File: config.mk
export PLATFORM = sky130hd
export DESIGN_NAME = shared_reg_arbiter_flat
export DESIGN_NICKNAME = d
export VERILOG_FILES = /design/src/rtl/shared_reg_arbiter_pkg.sv /design/src/rtl/shared_reg_arbiter_if.sv /design/src/rtl/shared_reg_arbiter_rr_pick.sv /design/src/rtl/shared_reg_arbiter.sv /design/src/flat_wrapper.sv
export SDC_FILE = /design/constraint.sdc
export NUM_CORES = 1
export LEC_CHECK = 0
export CORE_MARGIN = 1
export CORE_UTILIZATION = 44
export CTS_CLUSTER_DIAMETER = 80
export DETAILED_ROUTE_END_ITERATION = 7
export PLACE_DENSITY = 0.91
export REMOVE_ABC_BUFFERS = 1
export SLEW_MARGIN = 20
export SYNTH_ARGS = -nofsm -noshare
export SYNTH_HDL_FRONTEND = slang
export SYNTH_HIERARCHICAL = 1
export SYNTH_SLANG_ARGS = --single-unit
File: constraint.sdc
create_clock -name clk -period 2.33 [get_ports clk]
set_input_delay 0.5825 -clock clk [delete_from_list [all_inputs] [get_ports clk]]
set_output_delay 0.5825 -clock clk [all_outputs]
set_load 0.005 [all_outputs]
File: src/rtl/shared_reg_arbiter_pkg.sv
// Shared types and sizing helpers for the shared-register round-robin arbiter.
// Imported by the interface, the picker and the top.
package shared_reg_arbiter_pkg;

  typedef enum logic {
    IDLE = 1'b0,
    OWN  = 1'b1
  } arb_state_t;

  localparam int DEFAULT_N       = 4;
  localparam int DEFAULT_W       = 8;
  localparam int DEFAULT_MAXLOCK = 16;

  // Ceiling log2, never below 1 so that every index/counter has at least one bit.
  function automatic int clog2(input int value);
    int r;
    r = 0;
    while ((1 << r) < value) r++;
    return (r < 1) ? 1 : r;
  endfunction

endpackage

File: src/rtl/shared_reg_arbiter_if.sv
// Requester-side bus of the shared-register arbiter: requests, data, grants,
// acknowledges and the shared register view.
interface shared_reg_arbiter_if
  import shared_reg_arbiter_pkg::*;
#(
  parameter int N = DEFAULT_N,
  parameter int W = DEFAULT_W
);
  localparam int IW = clog2(N);

  logic [N-1:0]   req;
  logic [N-1:0]   lock;
  logic [N*W-1:0] wdata;
  logic [N-1:0]   gnt;
  logic [N-1:0]   ack;
  logic [W-1:0]   q;
  logic [IW-1:0]  owner;
  logic           busy;

  modport master (
    output req, lock, wdata,
    input  gnt, ack, q, owner, busy
  );

  modport slave (
    input  req, lock, wdata,
    output gnt, ack, q, owner, busy
  );

endinterface

File: src/rtl/shared_reg_arbiter_rr_pick.sv
// Combinational round-robin picker: first set request at or after ptr,
// wrapping modulo N (N need not be a power of two).
module shared_reg_arbiter_rr_pick
  import shared_reg_arbiter_pkg::*;
#(
  parameter int N  = DEFAULT_N,
  parameter int IW = clog2(N)
) (
  input  logic [N-1:0]  req,
  input  logic [IW-1:0] ptr,
  output logic          valid,
  output logic [IW-1:0] idx
);

  logic [N-1:0]  rot;
  logic [IW-1:0] off;
  logic [IW:0]   idx_sum;

  // rot[i] is the request of requester (ptr + i) mod N, so bit 0 has top priority.
  genvar gi;
  generate
    for (gi = 0; gi < N; gi++) begin : g_rot
      logic [IW:0]   sum;
      logic [IW-1:0] wrapped;
      assign sum     = {1'b0, ptr} + (IW+1)'(gi);
      assign wrapped = (sum >= (IW+1)'(N)) ? IW'(sum - (IW+1)'(N)) : IW'(sum);
      assign rot[gi] = req[wrapped];
    end
  endgenerate

  always_comb begin
    valid = 1'b0;
    off   = '0;
    for (int i = N - 1; i >= 0; i--) begin
      if (rot[i]) begin
        valid = 1'b1;
        off   = IW'(i);
      end
    end
  end

  assign idx_sum = {1'b0, ptr} + {1'b0, off};
  assign idx     = (idx_sum >= (IW+1)'(N)) ? IW'(idx_sum - (IW+1)'(N)) : IW'(idx_sum);

endmodule

File: src/rtl/shared_reg_arbiter.sv
// Round-robin arbiter sharing one W-bit register among N requesters, with an
// optional lock that allows up to MAXLOCK back-to-back writes per ownership.
module shared_reg_arbiter
  import shared_reg_arbiter_pkg::*;
#(
  parameter int N       = DEFAULT_N,
  parameter int W       = DEFAULT_W,
  parameter int MAXLOCK = DEFAULT_MAXLOCK
) (
  input logic                 clk,
  input logic                 clr,
  shared_reg_arbiter_if.slave bus
);

  localparam int IW = clog2(N);
  localparam int CW = clog2(MAXLOCK + 1);

  arb_state_t    state_reg, state_next;
  logic [IW-1:0] ptr_reg, ptr_next;
  logic [CW-1:0] cnt_reg, cnt_next;
  logic [N-1:0]  gnt_reg, gnt_next;
  logic [N-1:0]  ack_reg, ack_next;
  logic [W-1:0]  q_reg, q_next;
  logic [IW-1:0] owner_reg, owner_next;

  logic          pick_valid;
  logic [IW-1:0] pick_idx;
  logic [CW-1:0] cnt_inc;
  logic          release_own;
  logic [W-1:0]  wdata_arr [N];

  genvar gi;
  generate
    for (gi = 0; gi < N; gi++) begin : g_slice
      assign wdata_arr[gi] = bus.wdata[gi*W +: W];
    end
  endgenerate

  shared_reg_arbiter_rr_pick #(
    .N  (N),
    .IW (IW)
  ) u_pick (
    .req   (bus.req),
    .ptr   (ptr_reg),
    .valid (pick_valid),
    .idx   (pick_idx)
  );

  always_ff @(posedge clk or posedge clr) begin
    if (clr) begin
      state_reg <= IDLE;
      ptr_reg   <= '0;
      cnt_reg   <= '0;
      gnt_reg   <= '0;
      ack_reg   <= '0;
      q_reg     <= '0;
      owner_reg <= '0;
    end else begin
      state_reg <= state_next;
      ptr_reg   <= ptr_next;
      cnt_reg   <= cnt_next;
      gnt_reg   <= gnt_next;
      ack_reg   <= ack_next;
      q_reg     <= q_next;
      owner_reg <= owner_next;
    end
  end

  always_comb begin
    state_next  = state_reg;
    ptr_next    = ptr_reg;
    cnt_next    = cnt_reg;
    gnt_next    = gnt_reg;
    ack_next    = '0;
    q_next      = q_reg;
    owner_next  = owner_reg;
    release_own = 1'b0;
    cnt_inc     = cnt_reg + 1'b1;
    case (state_reg)
      IDLE: begin
        if (pick_valid) begin
          gnt_next   = N'(1) << pick_idx;
          owner_next = pick_idx;
          cnt_next   = '0;
          state_next = OWN;
        end
      end
      OWN: begin
        // Only the owner's request/lock/data matter while it holds the grant.
        if (bus.req[owner_reg]) begin
          q_next      = wdata_arr[owner_reg];
          ack_next    = N'(1) << owner_reg;
          cnt_next    = cnt_inc;
          release_own = !(bus.lock[owner_reg] && (cnt_inc < CW'(MAXLOCK)));
        end else begin
          release_own = 1'b1;
        end
        if (release_own) begin
          state_next = IDLE;
          gnt_next   = '0;
          ptr_next   = (owner_reg == IW'(N - 1)) ? '0 : owner_reg + 1'b1;
        end
      end
      default: state_next = IDLE;
    endcase
  end

  assign bus.gnt   = gnt_reg;
  assign bus.ack   = ack_reg;
  assign bus.q     = q_reg;
  assign bus.owner = owner_reg;
  assign bus.busy  = (state_reg == OWN);

endmodule
File: src/flat_wrapper.sv
// flat-port wrapper written by rule: the top's interface ports become plain ports
module shared_reg_arbiter_flat import shared_reg_arbiter_pkg::*;
#(
  parameter int N       = DEFAULT_N,
  parameter int W       = DEFAULT_W,
  parameter int MAXLOCK = DEFAULT_MAXLOCK
)
  (clk, clr, bus_req, bus_lock, bus_wdata, bus_gnt, bus_ack, bus_q, bus_owner, bus_busy);
  shared_reg_arbiter_if #(.N(N), .W(W)) bus_i ();
  input logic clk;
  input logic clr;
  input wire logic [$bits(bus_i.req)-1:0] bus_req;
  input wire logic [$bits(bus_i.lock)-1:0] bus_lock;
  input wire logic [$bits(bus_i.wdata)-1:0] bus_wdata;
  output wire logic [$bits(bus_i.gnt)-1:0] bus_gnt;
  output wire logic [$bits(bus_i.ack)-1:0] bus_ack;
  output wire logic [$bits(bus_i.q)-1:0] bus_q;
  output wire logic [$bits(bus_i.owner)-1:0] bus_owner;
  output wire logic [$bits(bus_i.busy)-1:0] bus_busy;
  assign bus_i.req = bus_req;
  assign bus_i.lock = bus_lock;
  assign bus_i.wdata = bus_wdata;
  assign bus_gnt = bus_i.gnt;
  assign bus_ack = bus_i.ack;
  assign bus_q = bus_i.q;
  assign bus_owner = bus_i.owner;
  assign bus_busy = bus_i.busy;
  shared_reg_arbiter #(.N(N), .W(W), .MAXLOCK(MAXLOCK)) u_core (.clk(clk), .clr(clr), .bus(bus_i));
endmodule
# Word level (Yosys, flattened, before mapping)
# Index checks and enable logic that the tools add are counted.
classes:
  bitwise: 2
  n_reduce_logical: 7
  magnitude_cmp: 12
  n_mux: 42
  eq_ne: 4
  n_shift: 2
  addsub: 11
ops:
  columns: ["operator", "n"]
  rows:
  - ["$mux W2", 10]
  - ["$bmux W8 S2", 1]
  - ["$mux W4", 4]
  - ["$mux W8", 2]
  - ["$ge A3 B3 Y1 const B", 5]
  - ["$lt A2 B3 Y1 const B", 5]
  - ["$mux W1", 14]
  - ["$bmux W1 S2", 6]
  - ["$mux W5", 2]
  - ["$pmux W5 S2", 1]
  - ["$reduce_and A2 Y1", 5]
  - ["$sub A2 B1 Y2 const B", 5]
  - ["$pmux W4 S2", 1]
  - ["$shl A1 B2 Y4 const A", 2]
  - ["$add A2 B2 Y3 const B", 2]
  - ["$add A5 B1 Y5 const B", 1]
  - ["$lt A5 B5 Y1 const B", 1]
  - ["$ne A2 B2 Y1 const B", 2]
  - ["$add A2 B1 Y3 const B", 1]
  - ["$add A2 B2 Y3", 1]
  - ["$ge A2 B3 Y1 const B", 1]
  - ["$not A2 Y3", 1]
  - ["$add A2 B1 Y2 const B", 1]
  - ["$eq A2 B2 Y1 const B", 1]
  - ["5 further kinds", 5]
totals:
  out_inout_bits: 19
  elab_cells: 87
  ff_bits: 26

# Longest topological paths before layout
# Gate-level depths: netlist of the first run.
logic_depth:
  depth_word: 15
  depth_mapped: 11

# Hierarchy
# Netlist of the first run, hierarchy kept.
by_module_without_submodules:
  columns: ["module", "area_each_um2", "instances", "cells_per_inst"]
  rows:
  - ["shared_reg_arbiter", 1456.4, 1, 114]
  - ["shared_reg_arbiter_rr_pick", 166.4, 1, 25]

# Worst setup path after synthesis of the first run
# Ideal clock, no wire load.
synth_path:
  path_kind: "in2reg"
  from: "in bus_req[0]"
  to: "reg u_core.gnt_reg[2], in the netlist u_core/bus.gnt[2]"
  stages: 10
  n_path_buf: 0
  t_required_ps: 2252
  path_slack_ps: 269
  arrival_time_ps: 1983
  cell_sequence: "nor2_1 a2bb2oi_1 o211ai_1 o21a_1 ha_1 xnor2_1 xnor2_1 nor4bb_1 a21oi_1 a21oi_1"
synth_between:
  elab_chain_len: 12
synth_rtl:
  columns: ["item", "line_no", "rtl"]
  rows:
  - ["start, declared", "flat_wrapper.sv:12", "input wire logic [$bits(bus_i.req)-1:0] bus_req;"]
  - ["$bmux W1 S2", "shared_reg_arbiter_rr_pick.sv:27", "assign rot[gi] = req[wrapped];"]
  - ["$mux W1 (not written as such)", "shared_reg_arbiter_rr_pick.sv:27", null]
  - ["$mux W2 (3 in a row)", "shared_reg_arbiter_rr_pick.sv:35", "if (rot[i]) begin"]
  - ["$mux W2 *", "shared_reg_arbiter_rr_pick.sv:35", null]
  - ["$add A2 B2 Y3 *", "shared_reg_arbiter_rr_pick.sv:42", "assign idx_sum = {1'b0, ptr} + {1'b0, off};"]
  - ["$ge A3 B3 Y1 / $sub A2 B1 Y2 (equally long branches)", "shared_reg_arbiter_rr_pick.sv:43", "assign idx = (idx_sum >= (IW+1)'(N)) ? IW'(idx_sum - (IW+1)'(N)) : IW'(idx_sum);"]
  - ["$mux W2 *", "shared_reg_arbiter_rr_pick.sv:43", null]
  - ["net u_core.pick_idx[1]", "shared_reg_arbiter.sv:27", "logic [IW-1:0] pick_idx;"]
  - ["$shl A1 B2 Y4 *", "shared_reg_arbiter.sv:82", "gnt_next = N'(1) << pick_idx;"]
  - ["$mux W4 *", "shared_reg_arbiter.sv:81", "if (pick_valid) begin"]
  - ["$pmux W4 S2 *", "shared_reg_arbiter.sv:79", "case (state_reg)"]
  - ["end signal, assigned", "shared_reg_arbiter.sv:62", "gnt_reg <= gnt_next;"]
  - ["end, declared", "shared_reg_arbiter.sv:21", "logic [N-1:0] gnt_reg, gnt_next;"]
# The timed path passes the listed nets; every way through them passes the cells marked *. The select of a mux whose other input is x is not followed.
# A chain may end at the register's enable or synchronous reset.

# Final worst setup path of the first run
layout_path:
  from: "in bus_req[2]"
  to: "reg u_core.gnt_reg[3], in the netlist u_core/bus.gnt[3]"
# Same word-level chain as after synthesis.

==> impl_metrics.csv, run 1 <==
group,metric,value,unit
setup_path,worstRegToRegCells,11,
global_routing,grt_pass1_vias,1404,
global_routing,antenna_found_initial,0,
setup_path,endpoint_kind,"flop",
clock_tree,cts_tree,"built",
floorplanning,chipWidth,62.7,um
sta,slew_viol_final,0,
power_and_ir_drop,switching_share,35.5,%
yosys,yosys_warnings,6,
finish,fillers,242,
min_path,hold_depth,1,
power_and_ir_drop,power,0.00296,W
floorplanning,core,3440,um^2
placed_design,portBuffers,60,
min_path,hold_path.class,"flop to flop",
setup_path,cp.required,2.53,ns
yosys,synth-seq-area-share,40.1,%
placed_design,hpwlAfterDp,2.96,mm
routing,final_antenna_net_count,0,
power_and_ir_drop,p_per_area,1200,nW/um^2
setup_path,cp_max_fo,4,
routing,drtPass1Iterations,4,
setup_path,worstPathArrival,2.46,ns
clock_tree,root_buffer,"clkbuf_8",
finish,largest_reg_flops,8,
finish,finish.utilization,71.9,%
yosys,yosysMostFrequentCell,"dfrtp_1",
clock_tree,numCtsBuffers,3,
sta,fin_skew,0.00529,ns
outcome,status,"finished, final reports clean",
sta,worst_slew_pin_slew,0.452,ns
global_routing,grt_max_degree,27,
global_routing,grt_overflow,0,
sta,period_share,97.0,%
sta,slew_headroom,69.7,%
sta,fmax,443,MHz
yosys,syn_avg_cell_area,11.7,um^2
power_and_ir_drop,internal-power,0.00191,W
yosys,synth-seq-cells,26,
power_and_ir_drop,p_sw,0.00105,W
yosys,synthTopCellsByArea,"dfrtp_1 40%, mux4_2 12%, mux2_2 6.9%",
sta,layout_min_cycle_time,2.26,ns
clock_tree,ctsHtreeMaxLevel,1,
yosys,synth.distinct_cells,40,
floorplanning,ios,61,
sta,hold_viol,0,
yosys,ys_async_sr_fraction,100,%
sta,finalSetupViolations,0,
yosys,synth_flop_cell,"dfrtp_1",
routing,wl,4.13,mm
routing,drtIter0Drc,28,
finish,area_growth,52.4,%
clock_tree,clock-sinks,26,
sta,setup_tns,0,ns
global_routing,grt_usage,21.8,%
sta,worst_hold_slack,0.523,ns
floorplanning,fp.dieH,62.7,um
clock_tree,clock_latency,0.27,ns
power_and_ir_drop,p_comb_share,60.1,%
floorplanning,start_util,47.1,%
clock_tree,path_clk_slew,0.09,ns
yosys,syn_area,1620,um^2
yosys,synthCells,139,
power_and_ir_drop,power_frac_clock,12.4,%
yosys,synth_common_cells,"26 x dfrtp_1, 12 x a21oi_1, 10 x mux2_2",
power_and_ir_drop,seqPwrFrac,27.4,%
setup_path,critPathKind,"input pin to flop",
clock_tree,clk_path_buf_depth,2,
job,maxCapViolations,0,
routing,drc,0,
finish,drive_gt1_share,25.0,%
routing,wl_per_cell,16.3,um
yosys,netlist.area_leader.share,40.1,%
floorplanning,rows,21,
power_and_ir_drop,ir_worst_vdd,0.797,mV
global_routing,grt_pass1_wl,6.71,mm
finish,stdcell_area,2470,um^2
placed_design,gp_congestion,0.742,
yosys,synth_top_area_cell,"dfrtp_1",
clock_tree,holdBufCountCts,0,
placed_design,dpl_cell_area,2320,um^2
yosys,synth_edf_count,0,
routing,viasPerCell,5.62,
routing,vias,1427,
floorplanning,die_area,3940,um^2
setup_path,critPathLaunchType,"input pin",
finish,n_antenna_cell,0,
power_and_ir_drop,p_leak,1.07,nW
finish,nets,257,
-- per-stage QoR --
stage	setup slack [ns]	std cells
6_report	0.0706	254
5_1_grt	-0.0255	254
4_1_cts	0.0151	253
3_5_place_dp	-0.451	248
3_3_place_gp	-0.319	248
2_1_floorplan	0.206	131
-- final timing paths --
kind | end | startpoint | slack, ns
worst min-delay path | u_core/bus.q[2] | u_core/bus.q[2] | 0.52
worst max-delay path | u_core/bus.gnt[3] | bus_req[2] | 0.07
min in group asynchronous | u_core/bus.q[3] | clr | 0.70
worst max register to register | u_core/bus.gnt[3] | u_core/ptr_reg[1] | 0.20
max in group asynchronous | u_core/ptr_reg[1] | clr | 1.36
worst min register to register | u_core/bus.q[2] | u_core/bus.q[2] | 0.52
-- metal layers --
layer  routed length (um)  GRT usage (%)
met1                 1760           26.5
met2                 2040           38.7
met3                  335           6.57
met4                    0           2.62
met5                    0              0
-- repair_timing --
item | CTS | global route
hold endpoints to repair | 0 | 0
endpoints found under the setup margin | 4 | 5
cloned | 0 | 0
pin swaps | 3 | 4
gates resized for setup | 7 | 12
setup buffers | 1 | 1
-- cell type report --
cell class,count,area (um^2),share of cell area [%]
multi-input cells,100,976,39.5
repair buffers,73,698,28.2
clock inverters,1,30.0,1.21
flip-flops and latches,26,652,26.4
clock buffers,3,41.3,1.67
inverters,5,18.8,0.759
well taps,46,57.6,2.33
-- power by group through the flow --
stage / Combinational (W) / Sequential (W) / Clock (W)
global placement: 0.00154 / 0.000798 / 0
detailed placement: 0.00159 / 0.000811 / 0
global route: 0.00193 / 0.000843 / 0.000399
finish: 0.00178 / 0.000811 / 0.000368
floorplan: 0.000887 / 0.000873 / 0
CTS: 0.00168 / 0.000810 / 0.000379
-- logic make-up after synthesis --
family | share of synthesized area, %
mux | 23.2
compound gates | 14.4
xor+xnor | 1.62
flops | 40.1
buf+inv | 3.85
fa+ha+maj | 4.63
simple gates | 12.2
-- worst max-delay path: stages --
cell	delay [ns]
clkdlybuf4s15_1	0.30
nand2_1	0.13
a21oi_2	0.14
o2bb2ai_1	0.06
o21a_1	0.17
ha_2	0.18
xnor2_2	0.15
xnor2_2	0.24
buf_4	0.16
and4b_1	0.19
a21oi_1	0.04
a21oi_1	0.11
-- cell usage in the layout (no fill, tap or decap), types with 2 or more instances in the layout --
master           Yosys  final
and4b_1              2      2
and3_1               8      8
o21a_1               2      2
inv_1                4      4
a21oi_2              0      3
mux4_2               9      9
xnor2_2              0      2
dlygate4sd2_1        0      2
buf_4                1     13
o2111ai_1            2      2
o22a_1               2      2
a21oi_1             12      9
dfrtp_1             26     25
clkdlybuf4s50_1      0     56
o21ai_0              3      3
nor2_1               4      3
o211ai_1             4      4
o22ai_1              3      3
mux2i_1              2      2
nand2_1              8      8
a2bb2oi_1            3      2
clkbuf_8             0      3
ha_1                 6      5
mux2_2              10     10
No activity file was read; power rests on OpenSTA's default activity.
==> inputs of run 2 (changes only) <==
Settings changed: ABC_CLOCK_PERIOD_IN_PS set to 2330.
==> results of run 2 <==
The final DEF is identical to that of run 1; final timing and power are the same.
==> inputs of run 3 (changes only) <==
Settings changed: ABC_AREA set to 1, CORE_UTILIZATION 44 to 45.
==> run 3 against run 2 <==
  * Non-clock buffer count decreased by 1
  * Largest power group unchanged
  * Routed wire length is 0.63% lower
  * Critical endpoint is now u_core/bus.gnt[0]
  * Synthesized cell count rose by 76%
  * Cell count rose by 41%
  * Fmax increased by 7.4%
  * Clock power decreased by 21%
  * Sequential power up 2%
  * Synthesized area increased by 7.8%
  * Total power grew 4.8%
  * Cell area grew 1.6%
  * Via count grew 27%
==> impl_metrics.csv, run 3 <==
group,metric,value,unit
outcome,status,"finished, final reports clean",
sta,period_share,90.3,%
finish,stdcell_area,2510,um^2
setup_path,endpoint_kind,"flop",
sta,slew_headroom,67.1,%
yosys,synthCells,244,
global_routing,antenna_found_initial,0,
routing,wl_per_cell,11.5,um
floorplanning,rows,22,
min_path,hold_path.class,"flop to flop",
power_and_ir_drop,p_leak,1.26,nW
power_and_ir_drop,p_sw,0.00143,W
power_and_ir_drop,p_per_area,1230,nW/um^2
global_routing,grt_pass1_wl,7.38,mm
placed_design,portBuffers,60,
setup_path,cp.required,2.54,ns
power_and_ir_drop,ir_worst_vdd,0.560,mV
clock_tree,root_buffer,"clkbuf_8",
setup_path,cp_max_fo,11,
setup_path,critPathKind,"flop to flop",
power_and_ir_drop,p_comb_share,63.8,%
clock_tree,clk_path_buf_depth,2,
floorplanning,ios,61,
sta,worst_slew_pin_slew,0.493,ns
routing,final_antenna_net_count,0,
placed_design,dpl_cell_area,2430,um^2
clock_tree,clock_latency,0.27,ns
finish,largest_reg_flops,8,
finish,area_growth,43.6,%
routing,drc,0,
routing,drtPass1Iterations,4,
clock_tree,holdBufCountCts,0,
finish,multi_input_area,925,um^2
global_routing,grt_pass1_vias,1754,
floorplanning,fp.dieH,64.3,um
global_routing,grt_max_degree,27,
yosys,synthTopCellsByArea,"dfrtp_1 37%, nand2_1 17%, inv_1 4.7%",
power_and_ir_drop,seqPwrFrac,26.8,%
job,maxCapViolations,0,
sta,fin_skew,0.00594,ns
routing,vias,1806,
setup_path,critPathLaunchType,"flop",
routing,drtIter0Drc,96,
yosys,synth_flop_cell,"dfrtp_1",
sta,slew_viol_final,0,
placed_design,hpwlAfterDp,3.13,mm
yosys,synth.distinct_cells,25,
global_routing,grt_usage,22.1,%
yosys,synth_top_area_cell,"dfrtp_1",
yosys,syn_area,1750,um^2
finish,drive_gt1_share,14.5,%
setup_path,worstPathArrival,2.31,ns
yosys,synth-seq-cells,26,
yosys,ys_async_sr_fraction,100,%
finish,fillers,317,
placed_design,dp_slack,-0.206,ns
sta,hold_viol,0,
floorplanning,core,3690,um^2
yosys,syn_avg_cell_area,7.17,um^2
placed_design,gp_congestion,0.870,
sta,finalSetupViolations,0,
clock_tree,numCtsBuffers,3,
finish,regArea,651,um^2
sta,fmax,475,MHz
routing,wl,4.11,mm
clock_tree,ctsHtreeMaxLevel,1,
finish,nets,359,
clock_tree,cts_tree,"built",
finish,layout_common_cells,"80 x nand2_1, 56 x clkdlybuf4s50_1, 26 x dfrtp_1, 21 x nor2_1, 20 x inv_1",
yosys,synth_common_cells,"80 x nand2_1, 26 x dfrtp_1, 22 x inv_1",
power_and_ir_drop,switching_share,46.0,%
power_and_ir_drop,power_frac_clock,9.4,%
yosys,netlist.area_leader.share,37.2,%
yosys,yosysMostFrequentCell,"nand2_1",
floorplanning,chipWidth,64.3,um
floorplanning,die_area,4140,um^2
finish,n_antenna_cell,0,
global_routing,grt_overflow,0,
sta,rsz0062_at_grt,"false",
power_and_ir_drop,power,0.00310,W
sta,fin_ws,0.226,ns
finish,final_common_cell,"nand2_1",
power_and_ir_drop,internal-power,0.00167,W
yosys,synth-seq-area-share,37.2,%
clock_tree,clock-sinks,26,
yosys,synth_edf_count,0,
routing,viasPerCell,5.04,
clock_tree,path_clk_slew,0.09,ns
floorplanning,start_util,47.4,%
yosys,yosys_warnings,6,
sta,layout_min_cycle_time,2.10,ns
-- run 3: worst paths after layout --
path	start	to	slack [ns]	cells after the start
worst max-delay path	u_core/ptr_reg[0]	u_core/bus.gnt[0]	0.23	14
worst min-delay path	u_core/bus.q[4]	u_core/bus.q[4]	0.49	2
worst max register to register	u_core/ptr_reg[0]	u_core/bus.gnt[0]	0.23	14
worst min register to register	u_core/bus.q[4]	u_core/bus.q[4]	0.49	2
max in group asynchronous	clr	u_core/bus.busy	1.42	3
min in group asynchronous	clr	u_core/bus.q[5]	0.66	3
-- run 3: worst max-delay path, stage by stage (launching register included) --
cell,delay [ns]
dfrtp_1,0.61
inv_4,0.10
nand2_1,0.08
nand2_1,0.08
nand2_1,0.10
nand3_1,0.12
a21oi_2,0.14
ha_2,0.19
xor2_2,0.16
inv_1,0.06
nand3_1,0.08
nand2_1,0.10
inv_2,0.08
nand4_1,0.07
nand2_1,0.07
-- run 3: cell type report --
class / count / share of cell area [%]
clock buffers: 4 / 2.19
flip-flops and latches: 26 / 25.9
multi-input cells: 180 / 36.8
well taps: 48 / 2.39
inverters: 28 / 4.33
repair buffers: 72 / 28.4
-- run 3: kinds of logic (layout without fill, tap and decap cells) --
family	after synthesis	count (layout)	synth area share (%)
AND/OR/NAND/NOR	138	138	36.1
AO/OA/AOI/OAI	34	34	10.7
XOR/XNOR	2	2	1.00
flip-flops	26	26	37.2
adder cells (fa/ha/maj)	6	6	4.29
buffers and inverters	38	104	10.7
-- run 3: per-layer routing --
layer	share of wire, %	track usage [%]
met3	5.5	3.93
met2	50	39.6
met5	0	0
met1	44	27.2
met4	0.29	5.28
-- run 3: through the flow --
stage	instances	hold slack (ns)	utilization (%)	setup TNS, ns
after floorplan	234	0.472	-	0
after global placement	354	0.462	66.0	-0.333
after detailed placement	354	0.464	66.0	-0.903
after CTS	358	0.487	67.5	0
after global routing	358	0.505	68.1	0
final	358	0.486	68.1	0
-- run 3: timing repair --
action                     in CTS  in global routing
gates resized for setup         0                  9
buffers inserted                0                  0
setup endpoints to repair       0                  5
-- run 3: power groups by stage --
stage	Sequential, W	Clock [W]	Combinational, W
2_1_floorplan	0.000832	0	0.00112
3_3_place_gp	0.000831	0	0.00187
3_5_place_dp	0.000833	0	0.00193
4_1_cts	0.000828	0.000296	0.00195
5_1_grt	0.000860	0.000314	0.00222
6_report	0.000829	0.000292	0.00198
